$ cat src/rtl/decoder_rr_arbiter_if.sv
// rtl/decoder_rr_arbiter_if.sv - request/grant bundle between requesters and the decoder arbiter
interface decoder_rr_arbiter_if;
  logic [31:0] req;
  logic        done;
  logic        A;
  logic        B;
  logic        C;
  logic        D;
  logic        E;
  logic        enable;
  logic [31:0] grant;
  logic        timeout;

  modport master (
    output req,
    output done,
    input  A,
    input  B,
    input  C,
    input  D,
    input  E,
    input  enable,
    input  grant,
    input  timeout
  );

  modport slave (
    input  req,
    input  done,
    output A,
    output B,
    output C,
    output D,
    output E,
    output enable,
    output grant,
    output timeout
  );
endinterface

$ cat src/rtl/decoder_rr_arbiter.sv
// rtl/decoder_rr_arbiter.sv - round-robin arbiter driving the 5-to-32 decoder select and enable
module decoder_rr_arbiter #(
  parameter int MAX_HOLD = 15,
  parameter int HOLD_W   = 4
) (
  input logic                  clk,
  input logic                  rst_n,
  decoder_rr_arbiter_if.slave  bus
);

  localparam logic [0:0] ST_IDLE  = 1'b0;
  localparam logic [0:0] ST_GRANT = 1'b1;

  localparam bit              HOLD_EN    = (MAX_HOLD != 0);
  localparam logic [HOLD_W-1:0] HOLD_LAST = HOLD_W'((MAX_HOLD > 0) ? (MAX_HOLD - 1) : 0);

  logic [0:0]        state;
  logic [4:0]        last;
  logic [HOLD_W-1:0] hold_cnt;
  logic              enable_q;
  logic              timeout_q;
  logic [31:0]       grant_q;

  logic              found;
  logic [4:0]        pick;
  logic [4:0]        cand;
  logic              release_now;
  logic              limit_hit;

  // Search starts just after the previous owner; offset 32 wraps back onto
  // the previous owner itself so it is considered last.
  always_comb begin
    found = 1'b0;
    pick  = last;
    cand  = '0;
    for (int k = 1; k <= 32; k++) begin
      cand = last + 5'(k);
      if (!found && bus.req[cand]) begin
        found = 1'b1;
        pick  = cand;
      end
    end
  end

  assign release_now = bus.done || !bus.req[last];
  assign limit_hit   = HOLD_EN && (hold_cnt == HOLD_LAST);

  always_ff @(posedge clk or negedge rst_n) begin
    if (!rst_n) begin
      state     <= ST_IDLE;
      last      <= 5'd31;
      hold_cnt  <= '0;
      enable_q  <= 1'b0;
      timeout_q <= 1'b0;
      grant_q   <= '0;
    end else begin
      timeout_q <= 1'b0;
      case (state)
        ST_IDLE: begin
          if (found) begin
            state    <= ST_GRANT;
            last     <= pick;
            hold_cnt <= '0;
            enable_q <= 1'b1;
            grant_q  <= 32'd1 << pick;
          end
        end
        ST_GRANT: begin
          // Owner release takes precedence over the hold limit.
          if (release_now) begin
            state    <= ST_IDLE;
            enable_q <= 1'b0;
            grant_q  <= '0;
          end else if (limit_hit) begin
            state     <= ST_IDLE;
            enable_q  <= 1'b0;
            grant_q   <= '0;
            timeout_q <= 1'b1;
          end else begin
            hold_cnt <= hold_cnt + 1'b1;
          end
        end
        default: begin
          state    <= ST_IDLE;
          enable_q <= 1'b0;
          grant_q  <= '0;
        end
      endcase
    end
  end

  assign {bus.A, bus.B, bus.C, bus.D, bus.E} = last;
  assign bus.enable  = enable_q;
  assign bus.grant   = grant_q;
  assign bus.timeout = timeout_q;

endmodule

$ cat src/flat_wrapper.sv
// flat-port wrapper written by rule: the top's interface ports become plain ports
module decoder_rr_arbiter_flat 
#(
  parameter int MAX_HOLD = 15,
  parameter int HOLD_W   = 4
)
  (clk, rst_n, bus_req, bus_done, bus_A, bus_B, bus_C, bus_D, bus_E, bus_enable, bus_grant, bus_timeout);
  decoder_rr_arbiter_if bus_i ();
  input logic clk;
  input logic rst_n;
  input wire logic [$bits(bus_i.req)-1:0] bus_req;
  input wire logic [$bits(bus_i.done)-1:0] bus_done;
  output wire logic [$bits(bus_i.A)-1:0] bus_A;
  output wire logic [$bits(bus_i.B)-1:0] bus_B;
  output wire logic [$bits(bus_i.C)-1:0] bus_C;
  output wire logic [$bits(bus_i.D)-1:0] bus_D;
  output wire logic [$bits(bus_i.E)-1:0] bus_E;
  output wire logic [$bits(bus_i.enable)-1:0] bus_enable;
  output wire logic [$bits(bus_i.grant)-1:0] bus_grant;
  output wire logic [$bits(bus_i.timeout)-1:0] bus_timeout;
  assign bus_i.req = bus_req;
  assign bus_i.done = bus_done;
  assign bus_A = bus_i.A;
  assign bus_B = bus_i.B;
  assign bus_C = bus_i.C;
  assign bus_D = bus_i.D;
  assign bus_E = bus_i.E;
  assign bus_enable = bus_i.enable;
  assign bus_grant = bus_i.grant;
  assign bus_timeout = bus_i.timeout;
  decoder_rr_arbiter #(.MAX_HOLD(MAX_HOLD), .HOLD_W(HOLD_W)) u_core (.clk(clk), .rst_n(rst_n), .bus(bus_i));
endmodule
$ cat config.mk
export PLATFORM = sky130hd
export DESIGN_NAME = decoder_rr_arbiter_flat
export DESIGN_NICKNAME = d
export VERILOG_FILES = /design/src/rtl/decoder_rr_arbiter_if.sv /design/src/rtl/decoder_rr_arbiter.sv /design/src/flat_wrapper.sv
export SDC_FILE = /design/constraint.sdc
export NUM_CORES = 1
export LEC_CHECK = 0
export BUFFER_PORTS_ARGS = -buffer_cell sky130_fd_sc_hd__buf_2
export CORE_ASPECT_RATIO = 1.5
export CORE_MARGIN = 5
export CORE_UTILIZATION = 35
export CTS_CLUSTER_DIAMETER = 60
export CTS_CLUSTER_SIZE = 30
export DETAILED_ROUTE_END_ITERATION = 12
export PLACE_DENSITY = 0.49
export SLEW_MARGIN = 30
export SYNTH_ARGS = -nofsm -noshare
export SYNTH_HDL_FRONTEND = slang
export SYNTH_SLANG_ARGS = --single-unit
$ cat constraint.sdc
create_clock -name clk -period 17.8 [get_ports clk]
set_input_delay 2.67 -clock clk [delete_from_list [all_inputs] [get_ports clk]]
set_output_delay 2.67 -clock clk [all_outputs]
set_load 0.005 [all_outputs]
# Word level (Yosys, flattened, before mapping)
# Cells that the tools add are included.
# word_totals
reg_bits	44
input_bits	35
output_inout_bits	39
wordCells	291
# classes
addsub	32
order_cmp	32
eq_ne	5
shift	1
n_mux	147
bitwise_logic	1
n_reduce_logical	67
# ops
operator	count
5-bit by 6-bit less-than comparator with 1-bit output, second input constant	32
1-bit binary-select mux with 5-bit select	32
5-bit 2-to-1 mux	32
32-bit 2-to-1 mux	3
5-bit adder, second input constant	16
1-bit 2-to-1 mux	73
32-bit case mux with 2 select lines	1
5-bit by 4-bit adder with 5-bit output, second input constant	8
1-bit zero test	32
1-bit by 5-bit left shift with 32-bit output, first input constant	1
1-bit logical AND	31
5-bit by 3-bit adder with 5-bit output, second input constant	4
4-bit 2-to-1 mux	3
5-bit by 2-bit adder with 5-bit output, second input constant	2
4-bit case mux with 2 select lines	1
5-bit by 1-bit adder with 5-bit output, second input constant	1
4-bit by 1-bit adder with 4-bit output, second input constant	1
4-bit == test, second input constant	1
2-bit inequality test, second input constant	2
1-bit case mux with 2 select lines	2
2-bit AND reduction	2
3-bit inequality test, second input constant	1
3-bit AND reduction	1
2-bit by 1-bit inequality test with 1-bit output, second input constant	1
other kinds (2)	2

# Logic depth before layout (Yosys ltp)
# depth
word_depth	100
depth_mapped	23
mapped_depth_nobuf	15

# Worst setup path before layout
# OpenSTA, ideal clock, no wires.
# synth_path
kind	input-to-reg
start	input port bus_req[30]
end	register u_core.grant_q[14] (netlist: u_core.bus.grant[14])
arrival_time_ps	6554
required_time_ps	17679
setup_slack_ps	11125
cell_stages	13
path_cell_list	mux4_2 -> mux4_2 -> mux2_2 -> nor3_2 -> nand3_1 -> or4_4 -> buf_2 -> nor3_2 -> a211o_1 -> o32ai_1 -> a211oi_4 -> and3b_1 -> a22o_1
# synth_between
elab_chain_len	99
# synth_lines
element	line	text
start, declared	flat_wrapper.sv:11	input wire logic [$bits(bus_i.req)-1:0] bus_req;
1-bit binary-select mux with 5-bit select	decoder_rr_arbiter.sv:38	if (!found && bus.req[cand]) begin
1-bit 2-to-1 mux (not written as such)	decoder_rr_arbiter.sv:38	
1-bit 2-to-1 mux	decoder_rr_arbiter.sv:38	
1-bit zero test	decoder_rr_arbiter.sv:38	
1-bit logical AND	decoder_rr_arbiter.sv:38	
1-bit 2-to-1 mux	decoder_rr_arbiter.sv:38	
1-bit zero test	decoder_rr_arbiter.sv:38	
1-bit logical AND	decoder_rr_arbiter.sv:38	
(+83 left out)	--	
1-bit logical AND	decoder_rr_arbiter.sv:38	
1-bit 2-to-1 mux	decoder_rr_arbiter.sv:38	
1-bit zero test	decoder_rr_arbiter.sv:38	
1-bit logical AND	decoder_rr_arbiter.sv:38	
5-bit 2-to-1 mux	decoder_rr_arbiter.sv:38	
1-bit by 5-bit left shift with 32-bit output	decoder_rr_arbiter.sv:65	grant_q <= 32'd1 << pick;
32-bit 2-to-1 mux	decoder_rr_arbiter.sv:60	if (found) begin
32-bit case mux with 2 select lines	decoder_rr_arbiter.sv:58	case (state)
end signal, assigned	decoder_rr_arbiter.sv:65	
end, declared	decoder_rr_arbiter.sv:22	logic [31:0] grant_q;
# Parallel ways exist; a longest one is shown, timed or not. The select of a mux whose other input is x is not followed.
# A chain may end at the register's enable or synchronous reset.

# Final worst setup path
# layout_path
start	register u_core.last[0]
end	register u_core.grant_q[23] (netlist: u_core.bus.grant[23])
# layout_between
elab_chain_len	100
# layout_lines
element	line	text
start, declared	decoder_rr_arbiter.sv:18	logic [4:0] last;
start signal, assigned	decoder_rr_arbiter.sv:62	last <= pick;
5-bit by 1-bit adder with 5-bit output	decoder_rr_arbiter.sv:37	cand = last + 5'(k);
1-bit binary-select mux with 5-bit select	decoder_rr_arbiter.sv:38	
1-bit 2-to-1 mux (not written as such)	decoder_rr_arbiter.sv:38	
1-bit 2-to-1 mux	decoder_rr_arbiter.sv:38	
1-bit zero test	decoder_rr_arbiter.sv:38	
1-bit logical AND	decoder_rr_arbiter.sv:38	
1-bit 2-to-1 mux	decoder_rr_arbiter.sv:38	
1-bit zero test	decoder_rr_arbiter.sv:38	
(+84 left out)	--	
1-bit logical AND	decoder_rr_arbiter.sv:38	
1-bit 2-to-1 mux	decoder_rr_arbiter.sv:38	
1-bit zero test	decoder_rr_arbiter.sv:38	
1-bit logical AND	decoder_rr_arbiter.sv:38	
5-bit 2-to-1 mux	decoder_rr_arbiter.sv:38	
1-bit by 5-bit left shift with 32-bit output	decoder_rr_arbiter.sv:65	
32-bit 2-to-1 mux	decoder_rr_arbiter.sv:60	
32-bit case mux with 2 select lines	decoder_rr_arbiter.sv:58	
# Parallel ways exist; a longest one is shown, timed or not. The select of a mux whose other input is x is not followed.

==> flow_summary_export.csv <==
group,metric,value,unit
timing,tightestPinTransition,0.9273,ns
yosys,syn_area_per_cell,8.840,µm²
job,max_cap_viol_count,0,
cts,post_cts_buffers,0,
yosys,synth_area,8442,µm²
yosys,synth_cells,955,
global_routing,grt-ovfl-total,0,
yosys,yosys_warnings,0,
drt,drc,0,
cells_and_area,syn2layout_area_growth,10.95,%
drt,vias,8894,
global_routing,antenna_found_initial,0,
placement,dp_hpwl,28920,µm
drt,routedWlPerCell,27.73,µm
setup_path,cpMostUsedCell,"nand3_1",
drt,vias_per_cell,6.718,
setup_path,worst_setup_path_start_kind,"register",
die,core_area,23740,µm²
setup_path,required,18.01,ns
cells_and_area,final_cell_mix,"nand2_1 (105), mux4_2 (87), buf_2 (72), mux2i_1 (59)",
die,start_util,0.3556,
cts,cts_resized,0,
cells_and_area,drive_gt1_frac,0.2677,
timing,hold_violations,0,
placement,gp_congestion,0.9960,
cts,root_buffer,"clkbuf_16",
timing,setup_violations,0,
cts,htreeDepth,2,
yosys,synth-async-reset-ratio,1.000,
die,placementRows,69,
yosys,synth_edf_count,0,
setup_path,critPathKind,"register to register",
die,die_h,200.2,µm
yosys,netlist.area_leader.share,0.2321,
setup_path,worst_ep_arrival_time,8.14,ns
yosys,yosysSeqAreaShare,0.1312,
timing,rsz0062_at_grt,"false",
cells_and_area,mostFrequentLayoutCell,"nand2_1",
hold_path,min_path_type,"register to register",
global_routing,grt_pass1_wl,54680,µm
setup_path,cp-end-kind,"register",
yosys,synth_cell_type_count,87,
drt,first_iter_violations,767,
cts,cts.clk_slew.worst_paths,0.07,ns
cells_and_area,fin_cells,1324,
cts,cts_tree,"done",
cts,clk_latency,0.29,ns
setup_path,critical_path.top_delay_family,"simple AND/OR/NAND/NOR gates",
setup_path,critPathSlowestCell,"clkinv_1",
yosys,synth_flop_cell,"dfrtp_1",
setup_path,path_cells,"buf_4, clkinv_1, ha_1, buf_4, mux4_2, mux2i_1, a211oi_1, a31oi_1, and4_1, nand3_1, or4_4, nor2_2, nand3_1, nand3_1, nor3b_1, nand3_1, o21ai_0",
die,die_w,136.8,µm
timing,post-route-period-util,0.4456,
cells_and_area,final_nets,1054,
setup_path,worst-path-buf-inv,3,
run_status,status,"finished clean",
yosys,syn_nets,1005,
global_routing,grt_max_degree,56,
cts,clockBufferDepth,2,
setup_path,crit_fanout,44,
timing,finClkSkew,0.007252,ns
placement,dp_cells,1316,
timing,relSlewSlack,0.3641,
die,io-pin-count,74,
drt,antenna_left,0,
cts,numCtsBuffers,5,
timing,max_freq,126.1,MHz
die,dieArea,27390,µm²
setup_path,cp_slowest_stage_delay,0.78,ns
cts,postCtsHoldBufs,0,
yosys,yosys.area.top_type,"mux4_2",
yosys,ys_ff_latch,44,
drt,drt-pass1-iter-count,6,
drt,drt-total-wl,36720,µm
cts,cts.sinks,44,
cells_and_area,finish.utilization,0.3945,
timing,tns,0,ns
global_routing,gr-usage-all-layers,0.2629,
timing,maxSlewViolCount,0,
placement,port_buffers,73,
yosys,synthTopCellsByArea,"mux4_2 (23%), dfrtp_1 (12%), mux2i_1 (7.0%)",
global_routing,first_global_vias,8620,
timing,fin_crit,7.931,ns
cells_and_area,antennaDiodeCount,0,
cell type report:
type	instances	area, µm²
Fill cell	2460	14380
Inverter	32	120.1
Sequential cell	44	1111
Tap cell	319	399.1
Multi-Input combinational cell	821	6994
Clock buffer	5	125.1
Clock inverter	3	46.29
Timing Repair Buffer	100	570.5
per-layer routing:
layer / global-route usage / vias to the layer above / wire length (µm)
li1: - / 3908 / -
met1: 0.3025 / 4357 / 12990
met2: 0.4453 / 479 / 17990
met3: 0.01707 / 150 / 2073
met4: 0.2040 / 0 / 3662
met5: 0 / - / 0
cells by family (layout without fill, tap and decap cells):
kind of cell / count (synthesis) / count (layout) / share of synthesized area
simple gates: 308 / 308 / 0.1838
compound gates: 293 / 293 / 0.2435
mux: 182 / 182 / 0.3504
buf+inv: 90 / 140 / 0.04417
flops: 44 / 44 / 0.1312
xor+xnor: 23 / 23 / 0.02475
fa+ha+maj: 15 / 15 / 0.02223
path summary, 6_finish.rpt:
kind | from | to | slack (ns) | cells past startpoint
worst max-delay path | u_core.last[0] | u_core.bus.grant[23] | 9.87 | 17
worst min-delay path | u_core.bus.grant[17] | u_core.bus.grant[17] | 0.48 | 2
worst max register to register | u_core.last[0] | u_core.bus.grant[23] | 9.87 | 17
worst min register to register | u_core.bus.grant[17] | u_core.bus.grant[17] | 0.48 | 2
max in group asynchronous | rst_n | u_core.bus.grant[12] | 15.05 | 1
min in group asynchronous | rst_n | u_core.bus.grant[25] | 2.37 | 1
registers in the layout (all words and copies together), names as in the netlist:
| name | count |
|---|---|
| u_core.hold_cnt | 4 |
| u_core.bus.grant | 32 |
| u_core.bus.enable | 1 |
| u_core.last | 5 |
| u_core.bus.timeout | 1 |
| u_core.state | 1 |
cell usage after synthesis, types with 8 or more instances:
cell type	number
xnor2_1	13
mux2_2	35
o21ai_0	51
nand2_1	105
a21oi_1	47
ha_1	15
o211ai_1	11
nor3_1	26
nand4_1	10
nor2b_1	8
and2_1	14
a22oi_1	10
a22o_1	18
mux2i_1	59
nor2_1	52
nand3_1	28
a31oi_1	11
mux4_2	87
nand2b_1	12
clkbuf_1	38
inv_1	29
a211oi_1	19
buf_1	8
o22ai_1	13
dfrtp_1	39
xor2_1	9
o21ai_1	18
metrics by stage:
stage | worst slack (ns) | hold slack, ns | instance area, µm²
6_report | 9.869 | 0.4753 | 9366
3_5_place_dp | 9.768 | 0.4708 | 9188
3_3_place_gp | 9.688 | 0.4628 | 9178
2_1_floorplan | 11.13 | 0.4681 | 8442
4_1_cts | 9.931 | 0.4861 | 9359
5_1_grt | 9.261 | 0.5001 | 9366
worst reg2reg max path, stage by stage (launching register included):
cell	delay, ns
dfstp_2	0.52
buf_4	0.54
clkinv_1	0.80
ha_1	0.56
buf_4	0.40
mux4_2	0.52
mux2i_1	0.36
a211oi_1	0.19
a31oi_1	0.76
and4_1	0.38
nand3_1	0.19
or4_4	0.66
nor2_2	0.38
nand3_1	0.24
nand3_1	0.21
nor3b_1	0.59
nand3_1	0.32
o21ai_0	0.22
Power is left out: the tool's default activity adds up to more than one toggle a clock period on the data nets, which glitch-free logic cannot reach.
